File: config.mk
export PLATFORM = sky130hd
export DESIGN_NAME = clk_div_bank
export DESIGN_NICKNAME = d
export VERILOG_FILES = /design/src/rtl/clk_div_pkg.sv /design/src/rtl/clk_div_chan.sv /design/src/rtl/clk_div_bank.sv
export SDC_FILE = /design/constraint.sdc
export NUM_CORES = 1
export LEC_CHECK = 0
export BUFFER_PORTS_ARGS = -buffer_cell sky130_fd_sc_hd__buf_2
export CORE_MARGIN = 4
export CORE_UTILIZATION = 58
export DETAILED_ROUTE_END_ITERATION = 8
export GPL_TIMING_DRIVEN = 0
export PLACE_DENSITY_LB_ADDON = 0.2
export SETUP_SLACK_MARGIN = 0.15
export SYNTH_ARGS = -nofsm -noshare
export SYNTH_HDL_FRONTEND = slang
export SYNTH_SLANG_ARGS = --single-unit
File: constraint.sdc
create_clock -name clk_in -period 4.8 [get_ports clk_in]
set_clock_uncertainty 0.05 [all_clocks]
set_input_delay 0 -clock clk_in [delete_from_list [all_inputs] [get_ports clk_in]]
set_output_delay 0 -clock clk_in [all_outputs]
set_load 0.05 [all_outputs]
File: src/rtl/clk_div_pkg.sv
// Shared types and helpers for the programmable clock-enable divider bank.
package clk_div_pkg;

  localparam int DIV_W_MAX = 32;
  localparam int DIV_OFF   = 0;

  typedef logic [DIV_W_MAX-1:0] div_t;

  typedef struct packed {
    div_t div_act;
    div_t div_pend;
    logic pend;
  } chan_cfg_t;

  function automatic int ch_w(input int n);
    return (n > 2) ? $clog2(n) : 1;
  endfunction

endpackage

File: src/rtl/clk_div_chan.sv
// One divider channel: counter, staged/active divisor, registered tick and square wave.
module clk_div_chan
  import clk_div_pkg::*;
#(
  parameter int DIV_W     = 12,
  parameter int RESET_DIV = 10
) (
  input  logic             clk_in,
  input  logic             rst,
  input  logic             en,
  input  logic             sync_clr,
  input  logic             we,
  input  logic [DIV_W-1:0] wdiv,
  output logic             tick,
  output logic             clk_out,
  output logic             pend
);

  chan_cfg_t cfg;
  div_t      cnt;
  div_t      n;
  div_t      half;
  div_t      cnt_nxt;
  logic      wrap;
  logic      apply;

  assign n       = cfg.div_act;
  assign half    = n >> 1;
  assign wrap    = (n >= 2) && (cnt == n - div_t'(1));
  assign cnt_nxt = wrap ? '0 : cnt + div_t'(1);
  // A disabled channel picks up a new divisor immediately, even with en low.
  assign apply   = cfg.pend && (sync_clr || (n == DIV_OFF) || (en && ((n == 1) || wrap)));
  assign pend    = cfg.pend;

  always_ff @(posedge clk_in or posedge rst) begin
    if (rst) begin
      cfg.div_act  <= div_t'(RESET_DIV);
      cfg.div_pend <= '0;
      cfg.pend     <= 1'b0;
    end else begin
      if (apply) cfg.div_act <= cfg.div_pend;
      if (we) begin
        cfg.div_pend <= div_t'(wdiv);
        cfg.pend     <= 1'b1;
      end else if (apply) begin
        cfg.pend <= 1'b0;
      end
    end
  end

  always_ff @(posedge clk_in or posedge rst) begin
    if (rst) begin
      cnt     <= '0;
      tick    <= 1'b0;
      clk_out <= 1'b0;
    end else if (sync_clr || (n == DIV_OFF)) begin
      cnt     <= '0;
      tick    <= 1'b0;
      clk_out <= 1'b0;
    end else if (en) begin
      if (n == 1) begin
        cnt     <= '0;
        tick    <= 1'b1;
        clk_out <= 1'b1;
      end else begin
        cnt     <= cnt_nxt;
        tick    <= wrap;
        clk_out <= (cnt_nxt < half);
      end
    end else begin
      tick <= 1'b0;
    end
  end

endmodule

File: src/rtl/clk_div_bank.sv
// Bank of NUM_CH runtime-programmable clock-enable dividers sharing one clock.
module clk_div_bank
  import clk_div_pkg::*;
#(
  parameter  int NUM_CH    = 3,
  parameter  int DIV_W     = 12,
  parameter  int RESET_DIV = 10,
  localparam int CH_W      = ch_w(NUM_CH)
) (
  input  logic              clk_in,
  input  logic              rst,
  input  logic              en,
  input  logic              sync_clr,
  input  logic              cfg_we,
  input  logic [CH_W-1:0]   cfg_ch,
  input  logic [DIV_W-1:0]  cfg_div,
  output logic [NUM_CH-1:0] tick,
  output logic [NUM_CH-1:0] clk_out,
  output logic [NUM_CH-1:0] pend
);

  // Out-of-range channel indices match no instance, so such writes are dropped.
  for (genvar i = 0; i < NUM_CH; i++) begin : g_ch
    logic we;
    assign we = cfg_we && (cfg_ch == CH_W'(i));

    clk_div_chan #(
      .DIV_W    (DIV_W),
      .RESET_DIV(RESET_DIV)
    ) u_chan (
      .clk_in  (clk_in),
      .rst     (rst),
      .en      (en),
      .sync_clr(sync_clr),
      .we      (we),
      .wdiv    (cfg_div),
      .tick    (tick[i]),
      .clk_out (clk_out[i]),
      .pend    (pend[i])
    );
  end

endmodule

==> metrics.cfg <==
[status]
status = complete, no violations

[sta]
worst_pin_slew_ps = 1013
setup_viol = 0
hold_violations = 0
fmax_mhz = 217.6
slew_headroom = 0.3187
rsz0062_at_grt = yes
finalSetupTns_ps = 0
fin_ws_ps = 203.5
period_minus_slack_ps = 4597
min_period_over_period = 0.9576
slew_violations = 0

[detailed_routing]
antenna_left = 0
drt-initial-drc-count = 1049
finalWirelength_mm = 34.38
drc = 0
vias = 11569
firstDrtPassIters = 6
wl_per_cell_microns = 19.03
vias_per_cell = 6.406

[critical_path]
cp_slowest_cell = dfstp_2
reg2reg_from = g_ch[1].u_chan.n[1]
end_kind = flip-flop
crit_start = g_ch[1].u_chan.n[1]
worst-path-buf-inv = 4
worst_ep_arrival_time_ps = 4910
path_max_fanout = 8
crit_type = flip-flop to flip-flop
critical_path.top_delay_family = compound AO/OA/AOI/OAI gates
required_ps = 5110
crit_chain = inv_2 > ha_4 > or3b_4 > buf_6 > buf_4 > o22ai_1 > o32ai_1 > a22oi_1 > or3_1 > nor3_2 > buf_4 > nor2_2 > ha_1 > a21o_1 > a21o_1 > a21oi_2 > nand3_1 > or4_4 > a311oi_2 > a2bb2oi_1
max_stage_delay_ps = 560
worst_setup_path_start_kind = flip-flop

[placement]
gp_congestion = 0.9837
dp_slack_ps = -423.1
port_buffers = 25
hpwl_mm = 24.59

[clocking]
cts_made_buffers = 17
cts_buffer_depth = 2
worst_setup_hold_path_clk_slew_ps = 80
clock_sinks = 177
clock_latency_ps = 440
h-tree-depth = 4
root_buffer = clkbuf_16
cts_tree = yes

[synthesis]
synth_area_sq_um = 12460
async_reset_ff_frac = 1.000
synth_top_area_share = 0.3434
ys_types = 78
synth-seq-cells = 177
syn_avg_cell_area_sq_um = 8.666
synthFlopType = dfrtp_1
synth_edf_count = 0
ys_seq_area_frac = 0.3560
synthCells = 1438
yosysTopAreaCell = dfrtp_1
synth.area.top_cells = dfrtp_1 (34%), mux2_2 (4.9%), xnor2_1 (4.7%)
synth_fp_nets = 1499
yosysWarnings = 0

[floorplan]
core_area_sq_um = 21090
die_area_sq_um = 23900
core.rowCount = 53
start_util = 0.5910
die_w_microns = 154.6
dieHeight_microns = 154.6
num_io_pins = 28

[power]
p_switching_mw = 1.596
ir_drop_v = 0.0002660
cell_internal_pwr_mw = 2.953
p_comb_frac = 0.259
power_frac_clock = 0.322
swShare = 0.3509
p_leak_nw = 5.933
power_density_nw_per_um2 = 322.9
sequentialPowerShare = 0.419

[cells_and_area]
syn2layout_area_growth_pct = 13.06
n_antenna_cell = 0
nets = 1579
multiInputGateArea_sq_um = 7438
fillerInstances = 1772
regArea_sq_um = 4441
layout-drive-gt1-share = 0.1489

[global_routing]
grt_pass1_vias = 11123
grt_max_degree = 43
antenna_found_initial = 0
grt_first_pass_wirelength_mm = 56.44
grt_use_total = 0.2876
grt_overflow = 0

[flow_run]
cap_violations = 0

[min_path]
worstHoldStart = cfg_we
hold_class = primary input to flip-flop

layout by cell type (no fill, tap or decap), drive strengths merged, types with 11 or more instances in the layout:
cell type / count
a21o: 15
a21oi: 67
a22o: 27
a311o: 11
a31oi: 62
and3: 25
and4: 11
buf: 75
clkbuf: 94
dfrtp: 171
dlygate4sd3: 17
ha: 42
inv: 67
mux2: 64
nand2: 102
nand3: 70
nand4: 41
nor2: 114
nor3: 59
nor4: 37
o21ai: 74
or3: 26
or4: 15
xnor2: 67
xor2: 36
power groups by stage:
stage                     sequential (mW)  combinational (mW)  clock [mW]
after CTS                            1.90                1.15        1.49
after global routing                 1.93                1.31        1.55
after floorplan                      1.85               0.901           0
after global placement               1.92                1.07           0
final                                1.90                1.18        1.47
after detailed placement             1.93                1.12           0
through the flow:
step,instance area [sq um],hold WS [ps],power (mW),utilization,std cells
global route,14090,46.48,4.790,0.6682,1806
global placement,12930,263.5,2.989,0.6134,1738
finish,14090,47.53,4.549,0.6682,1806
detailed placement,13020,29.46,3.042,0.6172,1742
CTS,13900,59.99,4.532,0.6590,1794
floorplan,12470,100.5,2.749,-,1438
per-layer routing:
layer	vias up	part of all wire	global-route usage	routed length, microns
met3	78	0.066	0.04393	2274
met4	0	0.028	0.09462	961
met2	462	0.48	0.4761	16350
met1	5601	0.43	0.3888	14790
met5	-	0	0	0
li1	5428	-	-	-
worst paths after layout:
kind                                                to  slack (ps)  depth (start not counted)
min in group asynchronous       g_ch[1].u_chan.cnt[12]         110                          3
worst min-delay path            g_ch[2].u_chan.cfg[10]          50                          3
worst max register to register  g_ch[1].u_chan.clk_out         200                         20
max in group asynchronous          g_ch[1].u_chan.n[7]        3720                          5
worst max-delay path            g_ch[1].u_chan.clk_out         200                         20
worst min register to register     g_ch[2].u_chan.n[5]         450                          1
flip-flops by register name, indices dropped and copies added (netlist names):
name / flops
g_ch.u_chan.clk_out: 3
g_ch.u_chan.tick: 3
g_ch.u_chan.cnt: 96
g_ch.u_chan.cfg: 36
g_ch.u_chan.pend: 3
g_ch.u_chan.n: 36
cell usage after synthesis (33+ instances only):
library cell and instances:
clkbuf_1 77, nor3_1 58, mux2_2 54, nor4_1 33, o21ai_0 72, nand3_1 70, ha_1 42, dfrtp_1 171
inv_1 62, xnor2_1 67, nand4_1 41, xor2_1 36, nand2_1 102, a21oi_1 66, a31oi_1 62, nor2_1 114
logic make-up after synthesis:
kind of cell | Yosys count | share of synthesized area
buf+inv | 170 | 0.05813
compound gates | 318 | 0.1668
simple gates | 553 | 0.2338
xor+xnor | 104 | 0.07420
fa+ha+maj | 42 | 0.04217
mux | 74 | 0.06888
flops | 177 | 0.3560
layout make-up:
class	instances	share of cell area
clock buffer	17	0.03019
tap	275	0.02442
timing repair buffer	62	0.03517
inverter	62	0.01696
buffer	107	0.03517
sequential	177	0.3152
multi-input combinational	1091	0.5279
clock inverter	15	0.01501
worst reg2reg max path: stages, from the launching register on:
cell	delay, ps
dfstp_2	560
inv_2	80
ha_4	160
or3b_4	220
buf_6	120
buf_4	110
o22ai_1	60
o32ai_1	290
a22oi_1	210
or3_1	400
nor3_2	180
buf_4	190
nor2_2	60
ha_1	310
a21o_1	160
a21o_1	180
a21oi_2	150
nand3_1	90
or4_4	430
a311oi_2	310
a2bb2oi_1	190
what timing repair did:
item	4_1_cts	5_1_grt
cloned	0	0
pin swaps	3	11
buffers inserted	3	13
hold endpoints to repair	166	0
endpoints found under the setup margin	2	3
hold buffers	17	0
gates resized for setup	10	26
No activity file was read; power rests on OpenSTA's default activity.
